==> src/rtl/mips_pkg.sv <==
// Shared definitions for the MIPS multicycle datapath: multiply/divide op
// encodings, the mult/div controller state type and small op decoders.
package mips_pkg;

    localparam logic [1:0] MD_MULT  = 2'b00;
    localparam logic [1:0] MD_MULTU = 2'b01;
    localparam logic [1:0] MD_DIV   = 2'b10;
    localparam logic [1:0] MD_DIVU  = 2'b11;

    typedef enum logic [2:0] {
        ST_IDLE = 3'd0,
        ST_MUL  = 3'd1,
        ST_DIV  = 3'd2,
        ST_FIX  = 3'd3,
        ST_DONE = 3'd4
    } md_state_t;

    function automatic logic md_is_signed(input logic [1:0] op);
        return (op == MD_MULT) || (op == MD_DIV);
    endfunction

    function automatic logic md_is_div(input logic [1:0] op);
        return (op == MD_DIV) || (op == MD_DIVU);
    endfunction

endpackage

==> src/rtl/mult_div_unit_twos_abs.sv <==
// Conditional two's-complement negate: yields |value| when negate is the
// sign bit, or applies a result sign correction.
module twos_abs #(
    parameter int WIDTH = 32
) (
    input  logic [WIDTH-1:0] value,
    input  logic             negate,
    output logic [WIDTH-1:0] result
);

    assign result = negate ? (~value + {{(WIDTH-1){1'b0}}, 1'b1}) : value;

endmodule

==> src/rtl/mult_div_unit.sv <==
// Iterative MULT/MULTU/DIV/DIVU unit with HI/LO registers (MTHI/MTLO access).
// Operates on magnitudes, one bit per cycle, then sign-corrects in FIX.
module mult_div_unit
    import mips_pkg::*;
#(
    parameter int WIDTH = 32,
    parameter int CNT_W = $clog2(WIDTH) + 1
) (
    input  logic             clk,
    input  logic             reset,
    input  logic             start,
    input  logic [1:0]       op,
    input  logic [WIDTH-1:0] a,
    input  logic [WIDTH-1:0] b,
    input  logic             hi_we,
    input  logic             lo_we,
    input  logic [WIDTH-1:0] wdata,
    output logic             busy,
    output logic             done,
    output logic             div_by_zero,
    output logic [WIDTH-1:0] hi,
    output logic [WIDTH-1:0] lo
);

    md_state_t          state_r, next_state_s;
    logic               div_op_r;
    logic [2*WIDTH-1:0] acc_r;
    logic [WIDTH-1:0]   opb_r;
    logic [CNT_W-1:0]   cnt_r;
    logic               neg_q_r, neg_r_r;
    logic [WIDTH-1:0]   hi_r, lo_r;
    logic               busy_r, done_r, dbz_r;

    logic               sgn_s, div_s, b_zero_s, last_iter_s;
    logic               a_neg_s, b_neg_s;
    logic [WIDTH-1:0]   a_mag_s, b_mag_s;
    logic [WIDTH:0]     mul_sum_s, div_shift_s, div_diff_s;
    logic [WIDTH-1:0]   div_rem_s, rem_fix_s;
    logic [2*WIDTH-1:0] prod_fix_s;

    assign sgn_s       = md_is_signed(op);
    assign div_s       = md_is_div(op);
    assign b_zero_s    = (b == {WIDTH{1'b0}});
    assign a_neg_s     = sgn_s & a[WIDTH-1];
    assign b_neg_s     = sgn_s & b[WIDTH-1];
    assign last_iter_s = (cnt_r == CNT_W'(WIDTH - 1));

    twos_abs #(.WIDTH(WIDTH)) u_a_abs (.value(a), .negate(a_neg_s), .result(a_mag_s));
    twos_abs #(.WIDTH(WIDTH)) u_b_abs (.value(b), .negate(b_neg_s), .result(b_mag_s));

    // Negating the full {rem, quo} word also gives the negated quotient in
    // its lower half, so one 2*WIDTH negator serves both MULT and DIV.
    twos_abs #(.WIDTH(2*WIDTH)) u_prod_fix (.value(acc_r), .negate(neg_q_r), .result(prod_fix_s));
    twos_abs #(.WIDTH(WIDTH)) u_rem_fix (.value(acc_r[2*WIDTH-1:WIDTH]), .negate(neg_r_r), .result(rem_fix_s));

    assign mul_sum_s   = {1'b0, acc_r[2*WIDTH-1:WIDTH]}
                       + {1'b0, (acc_r[0] ? opb_r : {WIDTH{1'b0}})};
    assign div_shift_s = {acc_r[2*WIDTH-1:WIDTH], acc_r[WIDTH-1]};
    assign div_diff_s  = div_shift_s - {1'b0, opb_r};
    assign div_rem_s   = div_diff_s[WIDTH] ? div_shift_s[WIDTH-1:0] : div_diff_s[WIDTH-1:0];

    assign busy        = busy_r;
    assign done        = done_r;
    assign div_by_zero = dbz_r;
    assign hi          = hi_r;
    assign lo          = lo_r;

    // State register
    always_ff @(posedge clk or posedge reset) begin
        if (reset) begin
            state_r <= ST_IDLE;
        end else begin
            state_r <= next_state_s;
        end
    end

    // Next-state logic
    always_comb begin
        next_state_s = state_r;
        case (state_r)
            ST_IDLE: begin
                if (start) begin
                    if (div_s) begin
                        next_state_s = b_zero_s ? ST_DONE : ST_DIV;
                    end else begin
                        next_state_s = ST_MUL;
                    end
                end else begin
                    next_state_s = ST_IDLE;
                end
            end
            ST_MUL:  next_state_s = last_iter_s ? ST_FIX : ST_MUL;
            ST_DIV:  next_state_s = last_iter_s ? ST_FIX : ST_DIV;
            ST_FIX:  next_state_s = ST_DONE;
            ST_DONE: next_state_s = ST_IDLE;
            default: next_state_s = ST_IDLE;
        endcase
    end

    // Datapath, HI/LO and registered status outputs
    always_ff @(posedge clk or posedge reset) begin
        if (reset) begin
            div_op_r <= 1'b0;
            acc_r    <= {(2*WIDTH){1'b0}};
            opb_r    <= {WIDTH{1'b0}};
            cnt_r    <= {CNT_W{1'b0}};
            neg_q_r  <= 1'b0;
            neg_r_r  <= 1'b0;
            hi_r     <= {WIDTH{1'b0}};
            lo_r     <= {WIDTH{1'b0}};
            busy_r   <= 1'b0;
            done_r   <= 1'b0;
            dbz_r    <= 1'b0;
        end else begin
            busy_r <= (next_state_s == ST_MUL) || (next_state_s == ST_DIV)
                   || (next_state_s == ST_FIX);
            done_r <= (next_state_s == ST_DONE);
            case (state_r)
                ST_IDLE: begin
                    if (start) begin
                        div_op_r <= div_s;
                        cnt_r    <= {CNT_W{1'b0}};
                        dbz_r    <= div_s & b_zero_s;
                        neg_q_r  <= a_neg_s ^ b_neg_s;
                        neg_r_r  <= div_s & a_neg_s;
                        // MUL: multiplier sits in the low half; DIV: dividend does.
                        opb_r    <= div_s ? b_mag_s : a_mag_s;
                        acc_r    <= {{WIDTH{1'b0}}, (div_s ? a_mag_s : b_mag_s)};
                    end else begin
                        if (hi_we) begin
                            hi_r <= wdata;
                        end
                        if (lo_we) begin
                            lo_r <= wdata;
                        end
                    end
                end
                ST_MUL: begin
                    acc_r <= {mul_sum_s, acc_r[WIDTH-1:1]};
                    cnt_r <= cnt_r + CNT_W'(1);
                end
                ST_DIV: begin
                    acc_r <= {div_rem_s, acc_r[WIDTH-2:0], ~div_diff_s[WIDTH]};
                    cnt_r <= cnt_r + CNT_W'(1);
                end
                ST_FIX: begin
                    hi_r <= div_op_r ? rem_fix_s : prod_fix_s[2*WIDTH-1:WIDTH];
                    lo_r <= prod_fix_s[WIDTH-1:0];
                end
                ST_DONE: begin
                    dbz_r <= dbz_r;
                end
                default: begin
                    dbz_r <= dbz_r;
                end
            endcase
        end
    end

endmodule

==> config.mk <==
export PLATFORM = sky130hd
export DESIGN_NAME = mult_div_unit
export DESIGN_NICKNAME = d
export VERILOG_FILES = /design/src/rtl/mips_pkg.sv /design/src/rtl/mult_div_unit_twos_abs.sv /design/src/rtl/mult_div_unit.sv
export SDC_FILE = /design/constraint.sdc
export NUM_CORES = 1
export LEC_CHECK = 0
export BUFFER_PORTS_ARGS = -buffer_cell sky130_fd_sc_hd__buf_2
export CORE_MARGIN = 2
export CORE_UTILIZATION = 60
export DETAILED_ROUTE_END_ITERATION = 10
export GPL_TIMING_DRIVEN = 0
export PLACE_DENSITY = 0.82
export SLEW_MARGIN = 20
export SYNTH_ARGS = -nofsm -noshare
export SYNTH_HDL_FRONTEND = slang
export SYNTH_SLANG_ARGS = --single-unit
export TNS_END_PERCENT = 5
==> constraint.sdc <==
create_clock -name clk -period 17.65 [get_ports clk]
set_input_delay 3.53 -clock clk [delete_from_list [all_inputs] [get_ports clk]]
set_output_delay 3.53 -clock clk [all_outputs]
set_load 0.005 [all_outputs]
==> run metrics <==
pins over their slew limit 0; Worst Path Required 17.96 ns; delay-heaviest family, CP simple AND/OR/NAND/NOR gates; Pleak slightly above 7 nW; Iter 0 DRT Violations 2,171; Die ar. 25,300 um2; most frequent cell after synthesis nor2_1; Power, Total 0.00339 W; boundary pin count 170; synthesized flop and latch total 175; RSZ-0062 raised after global routing false; post-cts repair resize count 0; worst hold path depth 2; number of flops mapped to enable cells by yosys 0; Worst Skew 0.0214 ns; Initial Util 61.3%; Levels on crit path 11; die width 159 um; Worst path most repeated cell a21oi_1; Final TNS setup 0 ns; crit path cell chain buf_2 -> or4_1 -> nor3_1 -> nand4_1 -> or2_2 -> nor4_1 -> a21oi_1 -> xnor2_1 -> nand2_1 -> o211ai_1 -> a21oi_1; Crit path largest cell delay 0.54 ns; via count approximately 15,000; share of Yosys cell area claimed by the top area cell type 30.4%; via/cell ratio 6.50; CP Max Fanout 4; minimum clock period 6.16 ns; clk_lat worst skew 0.45 ns; CTS tree yes; final period utilization 34.9%; relative slew slack 29.0%; clk buf depth 2; layout cells sized above 1 11.4%; Comb power frac 64.4%; Async SR Flop Fraction 100%; final hold violation count 0; Final Non-Filler Cells approximately 2,400; GR Util All Layers about two fifths; core area 23,500 um2; top post-synthesis cells by area dfrtp_1, a21oi_1, nor2_1; Final #Nets 2,205; netlist area before placement 14,400 um2; dpl cells approximately 2,300; sw frac approximately half; Max IR drop VDD approximately 0.00014 V; Die Y-Extent around 160 um; HPWL after DPL 40,500 um; final wirelength 51,500 um; status complete, no violations; placed inst area about 16,000 um2; post-synth top area cell dfrtp_1; Area growth, synth to finish 13.0%; final setup violating endpoints 0; CP Capture Type register; grt ovf 0; DR pass1 iterations 7; Worst-Margin Slew 1.05 ns; Unique masters post-synth 76; initial antenna violation count 1; design area 16,300 um2; Max Cap Viol 0; DRC 0; vias in the first global route 14,176; hold_ws 0.478 ns; CTS Buf Count 17; H-tree depth 4; largest net degree at the start of global routing slightly above 90; Post-Syn Nets 2,017; port bufs 168; Seq pwr share 23.8%; Pwr Density 208 nW/um2; FMAX 162 MHz; path type of the worst min-delay path reg2reg; CP max stage cell or4_1; Synth Instances between 1,500 and 2,000; Syn Area/Cell 7.83 um2; hold bufs inserted after CTS 0; post-route ant nets 0; Worst Path Buf+Inv 1; clk slew on worst S/H paths ~0.08 ns; CTS Root Cell clkbuf_16; Cell Rows 56; Synth Flop Type dfrtp_1; R2R cell count 15; detailed-route wire length per cell 21.8 um; first-pass GRT wire length 79,000 um; cell internal pwr roughly 0.0016 W; switching pwr between 0.0015 and 0.002 W; critical path class in2reg; Post-synth top cells nor2_1, nand2_1, a21oi_1, dfrtp_1, o21ai_0; crit path DAT 6.47 ns; clock network power share 11.8%; Post-CTS Setup Bufs 0; CTS sink cnt 175; RePlAce Congestion between 0.9 and 1; register area share after synthesis 30.4%; Yosys warnings 0; Worst setup SP type input port
## cells in the final DEF, fill, tap and decap left out, drive strengths merged, types with 20 or more instances in the layout
cell / Yosys / layout
a21o: 29 / 29
a21oi: 177 / 177
a221oi: 25 / 25
a22oi: 35 / 35
a31oi: 20 / 20
buf: 14 / 183
clkbuf: 98 / 116
dfrtp: 175 / 175
ha: 69 / 69
inv: 63 / 70
mux2i: 28 / 28
nand2: 180 / 180
nor2: 234 / 234
nor3: 22 / 22
o211ai: 20 / 20
o21ai: 179 / 179
o31ai: 40 / 40
xnor2: 91 / 91
xor2: 77 / 77
## layout make-up
class / count / area [um2]
multi-input combinational: 1493 / 9370
fill: 2054 / 7240
antenna: 2 / 5.00
tap: 319 / 399
inverter: 63 / 244
clock buffer: 18 / 429
timing repair buffer: 169 / 868
buffer: 112 / 447
clock inverter: 14 / 170
sequential: 175 / 4380
## logic make-up after synthesis
| family | count (synthesis) | synth area share [%] |
|---|---|---|
| adders and majority gates | 71 | 6.26 |
| xor gates and xnor gates | 168 | 10.2 |
| muxes | 32 | 2.25 |
| and+or+nand+nor | 590 | 18.7 |
| DFF | 175 | 30.4 |
| AOI/OAI and AO/OA | 632 | 27.5 |
| buffers and inverters | 175 | 4.74 |
## metal layers
metal	track usage (%)	part of all wire, %	wire (um)	vias to the layer above
met5	0	0	0	-
met4	19.0	5.0	2560	0
met3	5.00	9.9	5120	170
met2	62.1	45	23100	974
met1	54.3	40	20700	7204
li1	-	-	-	7033
## power groups by stage
stage	logic [W]	registers [W]	clock network (W)
2_1_floorplan	0.00154	0.000737	0
3_3_place_gp	0.00206	0.000792	0
3_5_place_dp	0.00211	0.000800	0
4_1_cts	0.00213	0.000793	0.000393
5_1_grt	0.00238	0.000823	0.000412
6_report	0.00218	0.000807	0.000399
## worst paths after layout
kind                                         end  slack [ns]             startpoint
max                        acc_r[26]$_DFFE_PP0P_       11.49                   a[6]
min                           lo[15]$_DFFE_PP0P_        0.48     lo[15]$_DFFE_PP0P_
max reg2reg                acc_r[33]$_DFFE_PP0P_       12.89  acc_r[32]$_DFFE_PP0P_
min reg2reg                   lo[15]$_DFFE_PP0P_        0.48     lo[15]$_DFFE_PP0P_
max in group asynchronous  acc_r[23]$_DFFE_PP0P_       13.58                  reset
min in group asynchronous     hi[19]$_DFFE_PP0P_        3.19                  reset
## sequential cells by signal, indices dropped and copies added, names as in the netlist
register / flops
acc_r: 64
div_op_r: 1
lo: 32
neg_q_r: 1
opb_r: 32
busy: 1
state_r: 3
div_by_zero: 1
hi: 32
neg_r_r: 1
done: 1
cnt_r: 6
## stage by stage
step                util (%)  setup WS [ns]
floorplan                  -           9.37
global placement        66.5           7.42
detailed placement      66.7          11.19
CTS                     69.2          11.64
global route            69.2          11.38
finish                  69.3          11.49
## worst reg2reg max path, delay by kind of cell, from the launching register on
family / cells / cell delay, ns
compound gates: 8 / 2.35
buf+inv: 4 / 1.06
fa+ha+maj: 1 / 0.48
flops: 1 / 0.41
simple gates: 2 / 0.31
Power figures use the tool's default switching activity.
